===== src/rtl/matrix_pkg.sv =====
// Shared defaults, FSM encoding and element addressing for the matrix MAC engine.
// Elements are stored row-major in a MAX_DIM x MAX_DIM grid regardless of the active size.
package matrix_pkg;

  localparam int MAX_DIM_DEF = 5;
  localparam int ELEM_W_DEF  = 8;
  localparam int ACC_W_DEF   = 2 * ELEM_W_DEF + $clog2(MAX_DIM_DEF);

  typedef enum logic [1:0] {
    ST_IDLE  = 2'd0,
    ST_CHECK = 2'd1,
    ST_MAC   = 2'd2,
    ST_DONE  = 2'd3
  } state_t;

  function automatic int elem_idx(input int r, input int c, input int dim);
    return r * dim + c;
  endfunction

endpackage


===== src/rtl/matrix_mac_cell.sv =====
// One multiply-accumulate step plus the truncate/saturate clamp for the output element.
// Purely combinational; the engine owns the accumulator register.
module matrix_mac_cell
  import matrix_pkg::*;
#(
  parameter int ELEM_W = ELEM_W_DEF,
  parameter int ACC_W  = ACC_W_DEF
) (
  input  logic [ELEM_W-1:0] a,
  input  logic [ELEM_W-1:0] b,
  input  logic [ACC_W-1:0]  acc_in,
  input  logic              sat,
  output logic [ACC_W-1:0]  acc_sum,
  output logic [ELEM_W-1:0] result
);

  logic [2*ELEM_W-1:0] prod;

  assign prod    = (2*ELEM_W)'(a) * (2*ELEM_W)'(b);
  assign acc_sum = acc_in + ACC_W'(prod);

  // Any bit above the element width means the sum does not fit.
  assign result = (sat && (|acc_sum[ACC_W-1:ELEM_W])) ? {ELEM_W{1'b1}}
                                                      : acc_sum[ELEM_W-1:0];

endmodule


===== src/rtl/matrix_mac_engine.sv =====
// Sequential matrix multiplier: validates dimensions, then computes C = A x B
// with one product per cycle, writing each element as its dot product completes.
module matrix_mac_engine
  import matrix_pkg::*;
#(
  parameter int MAX_DIM = MAX_DIM_DEF,
  parameter int ELEM_W  = ELEM_W_DEF,
  parameter int DIM_W   = $clog2(MAX_DIM + 1)
) (
  input  logic                                clk,
  input  logic                                reset,
  input  logic                                start,
  input  logic                                sat,
  input  logic [DIM_W-1:0]                    a_m,
  input  logic [DIM_W-1:0]                    a_n,
  input  logic [DIM_W-1:0]                    b_m,
  input  logic [DIM_W-1:0]                    b_n,
  input  logic [2*MAX_DIM*MAX_DIM*ELEM_W-1:0] matrices_in,
  output logic                                busy,
  output logic                                done,
  output logic                                valid,
  output logic                                error,
  output logic [DIM_W-1:0]                    c_m,
  output logic [DIM_W-1:0]                    c_n,
  output logic [MAX_DIM*MAX_DIM*ELEM_W-1:0]   matrices_out
);

  localparam int ACC_W  = 2 * ELEM_W + $clog2(MAX_DIM);
  localparam int NUM_EL = MAX_DIM * MAX_DIM;
  localparam int MAT_W  = NUM_EL * ELEM_W;
  localparam int IDX_W  = $clog2(NUM_EL);
  localparam logic [DIM_W-1:0] DIM_MAX = DIM_W'(MAX_DIM);
  localparam logic [DIM_W-1:0] DIM_ONE = DIM_W'(1);

  state_t state_reg, state_next;

  logic [MAT_W-1:0]  a_reg, b_reg;
  logic              sat_reg;
  logic [DIM_W-1:0]  a_m_reg, a_n_reg, b_m_reg, b_n_reg;
  logic [DIM_W-1:0]  i_reg, j_reg, k_reg;
  logic [ACC_W-1:0]  acc_reg;
  logic              busy_reg, done_reg, valid_reg, error_reg;
  logic [DIM_W-1:0]  c_m_reg, c_n_reg;
  logic [ELEM_W-1:0] c_arr_reg [NUM_EL];

  logic [ELEM_W-1:0] a_arr [NUM_EL];
  logic [ELEM_W-1:0] b_arr [NUM_EL];
  logic [IDX_W-1:0]  a_idx, b_idx, c_idx;
  logic [ACC_W-1:0]  acc_sum;
  logic [ELEM_W-1:0] c_elem;
  logic              dim_bad, last_k, last_j, last_i;

  genvar gi;
  generate
    for (gi = 0; gi < NUM_EL; gi++) begin : g_elems
      assign a_arr[gi] = a_reg[gi*ELEM_W +: ELEM_W];
      assign b_arr[gi] = b_reg[gi*ELEM_W +: ELEM_W];
      assign matrices_out[gi*ELEM_W +: ELEM_W] = c_arr_reg[gi];
    end
  endgenerate

  assign dim_bad = (a_m_reg == '0) || (a_n_reg == '0) || (b_m_reg == '0) || (b_n_reg == '0) ||
                   (a_m_reg > DIM_MAX) || (a_n_reg > DIM_MAX) ||
                   (b_m_reg > DIM_MAX) || (b_n_reg > DIM_MAX) ||
                   (a_n_reg != b_m_reg);

  assign last_k = (k_reg == a_n_reg - DIM_ONE);
  assign last_j = (j_reg == b_n_reg - DIM_ONE);
  assign last_i = (i_reg == a_m_reg - DIM_ONE);

  assign a_idx = IDX_W'(elem_idx(int'(i_reg), int'(k_reg), MAX_DIM));
  assign b_idx = IDX_W'(elem_idx(int'(k_reg), int'(j_reg), MAX_DIM));
  assign c_idx = IDX_W'(elem_idx(int'(i_reg), int'(j_reg), MAX_DIM));

  matrix_mac_cell #(
    .ELEM_W (ELEM_W),
    .ACC_W  (ACC_W)
  ) u_mac_cell (
    .a       (a_arr[a_idx]),
    .b       (b_arr[b_idx]),
    .acc_in  (acc_reg),
    .sat     (sat_reg),
    .acc_sum (acc_sum),
    .result  (c_elem)
  );

  always_ff @(posedge clk) begin
    if (reset) state_reg <= ST_IDLE;
    else       state_reg <= state_next;
  end

  always_comb begin
    state_next = state_reg;
    case (state_reg)
      ST_IDLE:  if (start) state_next = ST_CHECK;
      ST_CHECK: state_next = dim_bad ? ST_DONE : ST_MAC;
      ST_MAC:   if (last_k && last_j && last_i) state_next = ST_DONE;
      ST_DONE:  state_next = ST_IDLE;
      default:  state_next = ST_IDLE;
    endcase
  end

  always_ff @(posedge clk) begin
    if (reset) begin
      a_reg     <= '0;
      b_reg     <= '0;
      sat_reg   <= 1'b0;
      a_m_reg   <= '0;
      a_n_reg   <= '0;
      b_m_reg   <= '0;
      b_n_reg   <= '0;
      i_reg     <= '0;
      j_reg     <= '0;
      k_reg     <= '0;
      acc_reg   <= '0;
      busy_reg  <= 1'b0;
      done_reg  <= 1'b0;
      valid_reg <= 1'b0;
      error_reg <= 1'b0;
      c_m_reg   <= '0;
      c_n_reg   <= '0;
      c_arr_reg <= '{default: '0};
    end else begin
      case (state_reg)
        ST_IDLE: begin
          done_reg <= 1'b0;
          if (start) begin
            a_reg     <= matrices_in[MAT_W-1:0];
            b_reg     <= matrices_in[2*MAT_W-1:MAT_W];
            sat_reg   <= sat;
            a_m_reg   <= a_m;
            a_n_reg   <= a_n;
            b_m_reg   <= b_m;
            b_n_reg   <= b_n;
            busy_reg  <= 1'b1;
            valid_reg <= 1'b0;
            error_reg <= 1'b0;
            c_m_reg   <= '0;
            c_n_reg   <= '0;
            c_arr_reg <= '{default: '0};
          end
        end
        ST_CHECK: begin
          if (dim_bad) begin
            error_reg <= 1'b1;
          end else begin
            c_m_reg <= a_m_reg;
            c_n_reg <= b_n_reg;
            acc_reg <= '0;
            i_reg   <= '0;
            j_reg   <= '0;
            k_reg   <= '0;
          end
        end
        ST_MAC: begin
          // The final product of a dot product goes straight to C, never through acc.
          if (last_k) begin
            c_arr_reg[c_idx] <= c_elem;
            acc_reg <= '0;
            k_reg   <= '0;
            if (last_j) begin
              j_reg <= '0;
              i_reg <= i_reg + DIM_ONE;
            end else begin
              j_reg <= j_reg + DIM_ONE;
            end
          end else begin
            acc_reg <= acc_sum;
            k_reg   <= k_reg + DIM_ONE;
          end
        end
        ST_DONE: begin
          done_reg  <= 1'b1;
          valid_reg <= !error_reg;
          busy_reg  <= 1'b0;
        end
        default: ;
      endcase
    end
  end

  assign busy  = busy_reg;
  assign done  = done_reg;
  assign valid = valid_reg;
  assign error = error_reg;
  assign c_m   = c_m_reg;
  assign c_n   = c_n_reg;

endmodule


===== config.mk =====
export PLATFORM = sky130hd
export DESIGN_NAME = matrix_mac_engine
export DESIGN_NICKNAME = d
export VERILOG_FILES = /design/src/rtl/matrix_pkg.sv /design/src/rtl/matrix_mac_cell.sv /design/src/rtl/matrix_mac_engine.sv
export SDC_FILE = /design/constraint.sdc
export NUM_CORES = 2
export LEC_CHECK = 0
export CORE_ASPECT_RATIO = 0.7
export CORE_MARGIN = 8
export CORE_UTILIZATION = 40
export CTS_CLUSTER_DIAMETER = 200
export DETAILED_ROUTE_END_ITERATION = 10
export GPL_ROUTABILITY_DRIVEN = 1
export SETUP_SLACK_MARGIN = 0.02
export SLEW_MARGIN = 0
export SYNTH_ARGS = -nofsm -noshare
export SYNTH_HDL_FRONTEND = slang
export SYNTH_SLANG_ARGS = --single-unit

===== constraint.sdc =====
create_clock -name clk -period 17.4 [get_ports clk]
set_input_delay 2.61 -clock clk [delete_from_list [all_inputs] [get_ports clk]]
set_output_delay 2.61 -clock clk [all_outputs]
set_load 0.05 [all_outputs]

; Word level (Yosys, flattened, before mapping)
; Cells that the tools add are included.
[op_classes]
addsub = 10
multipliers = 3
n_lt_le_gt_ge = 8
n_eq_ne = 13
n_mux = 41
bitwise_logic = 3
reduce_logical = 32
[ops]
columns = op, n
row1 = 200-bit 2-to-1 mux, 2
row2 = 200-bit case mux with 2 select lines, 1
row3 = 200-bit bitwise mux, 1
row4 = 8-bit binary-select mux with 5-bit select, 2
row5 = 8-bit 2-to-1 mux, 6
row6 = 8-bit demux with 5-bit select, 1
row7 = 19-bit 2-to-1 mux, 2
row8 = 19-bit case mux with 2 select lines, 1
row9 = 3-bit case mux with 2 select lines, 5
row10 = 3-bit 2-to-1 mux, 9
row11 = 19-bit by 16-bit adder with 19-bit output, 1
row12 = 6-bit greater-or-equal comparator (second input constant), 3
row13 = 5-bit NOT with 6-bit output, 3
row14 = 8-bit by 8-bit multiplier with 16-bit output, 1
row15 = 3-bit > comparator (second input constant), 4
row16 = 3-bit zero test, 4
row17 = 2-bit != test (second input constant), 6
row18 = 3-bit AND reduction, 4
row19 = 11-bit OR reduction, 1
row20 = 5-bit by 3-bit adder with 5-bit output, 2
row21 = 3-bit by 3-bit multiplier with 5-bit output (second input constant), 2
row22 = 3-bit by 1-bit adder with 3-bit output (second input constant), 3
row23 = 3-bit equality test, 3
row24 = 3-bit by 1-bit subtractor with 3-bit output (second input constant), 3
row25 = other kinds (16), 40
[totals]
reg_bits = 653
inputBits = 416
output_inout_bits = 210
wordCells = 153

; Logic depth before layout (Yosys ltp)
[logic_depth]
ltp_word = 14
mapped_depth = 31
ltp_nobuf = 28

; Cells and area by module
; Synthesis repeated with hierarchy kept, for this count alone.
[hier_totals]
cells_unflattened = 3459
area_unflattened_um2 = 30849.6
[modules_own_cells]
columns = module, instances, cells_per_inst, area_each_um2, seq_area_each_um2
row1 = matrix_mac_engine, 1, 3081, 27806.7, 13072.5
row2 = matrix_mac_cell, 1, 378, 3042.9, 0.0

; Worst setup path before layout
; No wires, ideal clock.
[synth_path]
kind = reg-to-reg
from = register k_reg[0]
to = register c_arr_reg, in the netlist matrices_out[126]
setup_ps = 132
t_arrival_ps = 7541
t_required_ps = 17268
setup_slack_ps = 9727
path_stages_with_launch = 29
n_path_buf = 2
period_less_slack_ps = 7673
path_cell_list = dfxtp_1 > ha_1 > ha_1 > fa_1 > xor2_1 > nor4b_2 > nand2_1 > o21ai_0 > mux2i_1 > or2_2 > fa_1 > inv_1 > fa_1 > inv_1 > fa_1 > fa_1 > inv_1 > ha_1 > a21o_1 > a21oi_2 > a21oi_1 > or3_1 > a2111o_1 > nor4_2 > nand4bb_1 > buf_2 > buf_2 > o211ai_1 > a21oi_1
[synth_via]
elab_chain_cells = 14
elab_cells_between_ends = 22
classes_between = add/sub (3) / mul (2) / eq/ne (2) / mux (10) / bitwise (2) / reduce/logical (3)
[synth_lines]
columns = element, line_no
row1 = start: declaration, matrix_mac_engine.sv:40  ; logic [DIM_W-1:0] i_reg, j_reg, k_reg;
row2 = start signal: assignment, matrix_mac_engine.sv:169  ; k_reg <= k_reg + DIM_ONE;
row3 = 3-bit by 3-bit multiplier with 5-bit output, matrix_pkg.sv:17  ; return r * dim + c;
row4 = 5-bit by 3-bit adder with 5-bit output, matrix_pkg.sv:17
row5 = 5-bit NOT with 6-bit output (not written as such), matrix_mac_engine.sv:80  ; .b (b_arr[b_idx]),
row6 = 8-bit binary-select mux with 5-bit select, matrix_mac_engine.sv:80
row7 = 8-bit 2-to-1 mux (not written as such) (2 in a row), matrix_mac_engine.sv:80
row8 = 8-bit by 8-bit multiplier with 16-bit output, matrix_mac_cell.sv:19  ; assign prod = (2*ELEM_W)'(a) * (2*ELEM_W)'(b);
row9 = 19-bit by 16-bit adder with 19-bit output, matrix_mac_cell.sv:20  ; assign acc_sum = acc_in + ACC_W'(prod);
row10 = 11-bit OR reduction, matrix_mac_cell.sv:23  ; assign result = (sat && (|acc_sum[ACC_W-1:ELEM_W])) ? {ELEM_W{1'b1}}
row11 = 1-bit logical AND, matrix_mac_cell.sv:23
row12 = 8-bit 2-to-1 mux, matrix_mac_cell.sv:23
row13 = 200-bit bitwise mux, matrix_mac_engine.sv:158  ; c_arr_reg[c_idx] <= c_elem;
row14 = 200-bit 2-to-1 mux, matrix_mac_engine.sv:157  ; if (last_k) begin
row15 = 200-bit case mux with 2 select lines, matrix_mac_engine.sv:124  ; case (state_reg)
row16 = end signal: indexed assignment, matrix_mac_engine.sv:158
row17 = end: declaration, matrix_mac_engine.sv:44  ; logic [ELEM_W-1:0] c_arr_reg [NUM_EL];
; Several ways; a longest one is shown, not always the timed one. The select of a mux whose other input is x is not followed.
; A chain may end at the register's enable or synchronous reset.

; Worst setup path in the final report
[layout_path]
from = register k_reg[0]
to = register c_arr_reg, in the netlist matrices_out[37]
; The elaborated chain is that of the path after synthesis.

==> impl_metrics.toml <==
[outcome]
status = "finished, final reports clean"

[worst_setup_path]
end_kind = "flop"
crit_arrival_ns = 10.50
cp_max_fo = 105
cp-start-kind = "flop"
worstPathRequired_ns = 17.93
crit_type = "flop to flop"

[timing]
slew_viol_final = 0
rsz0062_at_grt = "no"
tightest_slew_ns = 1.154
fin_tns_setup_ns = 0
max_freq_ghz = 0.1003
relSlewSlack = 0.2307
finalHoldViolations = 0
fin_skew_ns = 0.03220
setup_viol = 0
min_period_ns = 9.966
timing.final.crit_share = 0.5728

[route]
drtAntennaViolNets = 0
drtIter0Drc = 2580
vias = 28070
vias_per_cell = 5.301
drc = 0
drt-total-wl_um = 111000
first_pass_iters = 6
wl_per_cell_um = 20.97

[grt]
grt_pass1_vias = 27070
antenna_found_initial = 19
grt_pass1_wl_um = 166600
track_usage = 0.2462
grt_max_degree = 210
overflow = 0

[die]
die_h_um = 247.9
start_util = 0.4017
io_pins = 626
die_w_um = 347.2
die-area_um2 = 86060
core-area_um2 = 76470
rows = 85

[power_and_ir_drop]
vdd_ir_drop_max_mv = 0.1639
leakagePower_nw = 14.47
power_density_nw_per_um2 = 134.0

[yosys]
synth_top_cell_area_share = 0.4256
syn_area_per_cell_um2 = 8.105
synth_area_leaders = "dfxtp_1 (43%), nand2_1 (12%), a21oi_1 (11%), mux4_2 (8.2%), fa_1 (3.5%)"
syn_inst = 3790
synth_fp_nets = 4333
synth_area_um2 = 30720
synth_common_cells = "nand2_1 (972), a21oi_1 (671), dfxtp_1 (653)"
yosysTopAreaCell = "dfxtp_1"
synth-edff-count = 0
ys_seq_area_frac = 0.4256
async_reset_ff_frac = 0
ys_types = 57
synth_warnings = 0
yosysMostFrequentCell = "nand2_1"
ys_seq_elements = 653
synth_flop_cell = "dfxtp_1"

[flow_run]
maxCapViolations = 0

[finish]
fill_cells = 7327
stdcell_count = 5295
area.sequential_um2 = 13070
drive_above_1_share = 0.07638
finalNetCount = 4774
syn_to_final_growth_pct = 30.07
multi_input_area_um2 = 16220

[clock_network]
clock_path_buffers = 3
cts_root_buf = "clkbuf_16"
cts_buffers = 69
cts_max_level = 3
cts.reportedPaths.clkPinSlew_ns = 0.07
cts_resized = 0
numClockSinks = 653
clk_latency_ns = 0.63
post-cts-setup-buffers = 0
tritoncts = "done"
ctsHoldBuffers = 0

[hold_path]
hp-class = "flop to flop"

[place]
routabilityCongestion = 0.8529
dp.cells = 5160
dpl.hpwl_um = 78350
port_buffers = 625
[layout make-up]
type	count	area share
Antenna cell	14	0.0008769
Multi-Input combinational cell	2728	0.4059
Timing Repair Buffer	668	0.1654
Clock inverter	24	0.008424
Sequential cell	653	0.3272
Tap cell	1000	0.03132
Clock buffer	97	0.05045
Inverter	111	0.01043
[critical path, stage by stage, from the launching register on]
cell and delay (ns):
dfxtp_1 0.53, ha_1 0.30, ha_1 0.30, fa_1 0.41, xor2_2 0.71, nor4b_2 0.65
nand2_1 0.11, o21ai_0 0.09, mux2i_1 0.36, or2_2 0.47, fa_1 0.48, inv_1 0.05
fa_1 0.47, inv_1 0.05, fa_1 0.46, fa_1 0.50, inv_1 0.04, ha_1 0.33
and3_1 0.22, a22o_1 0.21, or3_1 0.37, o31a_1 0.26, xor2_1 0.19, nand4bb_4 0.17
buf_4 0.71, buf_4 0.95, o21ai_0 0.19, a21oi_1 0.16
[metal layers]
metal / wire (µm) / GRT usage / up-vias
li1: - / - / 13660
met1: 49240 / 0.3365 / 13440
met4: 2820 / 0.07764 / 12
met5: 82 / 0 / -
met3: 7102 / 0.04893 / 160
met2: 51780 / 0.3926 / 793
[where the power goes]
part           switching, mW  internal, mW
clock                  0.637         0.915
sequential             0.105          1.68
combinational           1.43         0.590
[through the flow]
stage	cell area (µm²)	hold slack [ns]	setup WS [ns]	power [mW]	util
2_1_floorplan	30720	0.4318	9.727	3.156	-
3_3_place_gp	37570	0.4385	7.570	3.814	0.4913
3_5_place_dp	37570	0.4437	7.544	3.818	0.4913
4_1_cts	39920	0.4513	7.464	5.371	0.5220
5_1_grt	39950	0.4644	6.691	5.632	0.5224
6_report	39950	0.4511	7.434	5.354	0.5225
[path summary, 6_finish.rpt]
check	cells past startpoint	startpoint	slack [ns]	to
setup / recovery	27	k_reg[0]	7.43	matrices_out[37]
hold / removal	2	a_reg[155]	0.45	a_reg[155]
setup reg to reg	27	k_reg[0]	7.43	matrices_out[37]
hold reg to reg	2	a_reg[155]	0.45	a_reg[155]
[cells in the final DEF, fill, tap and decap left out, types with 65 or more instances in the layout]
cell             Yosys  routed
nand3_1            134     134
ha_1                74      71
o21ai_1             65      65
mux4_2             112     112
nor2_1             265     260
o21ai_0            126     126
clkbuf_16            0      72
dfxtp_1            653     653
a21oi_1            671     671
nand2_1            972     970
inv_1              111     111
clkdlybuf4s50_1      0     624
[kinds of logic (layout without fill, tap and decap cells)]
family,count (synthesis),after routing,share of synthesized area
fa+ha+maj,127,127,0.06468
flops,653,653,0.4256
other cells,0,14,0
simple gates,1472,1472,0.1948
buf+inv,409,900,0.05084
compound gates,958,958,0.1637
xor+xnor,37,37,0.01100
mux,134,134,0.08933
(Power assumes the default switching activity.)
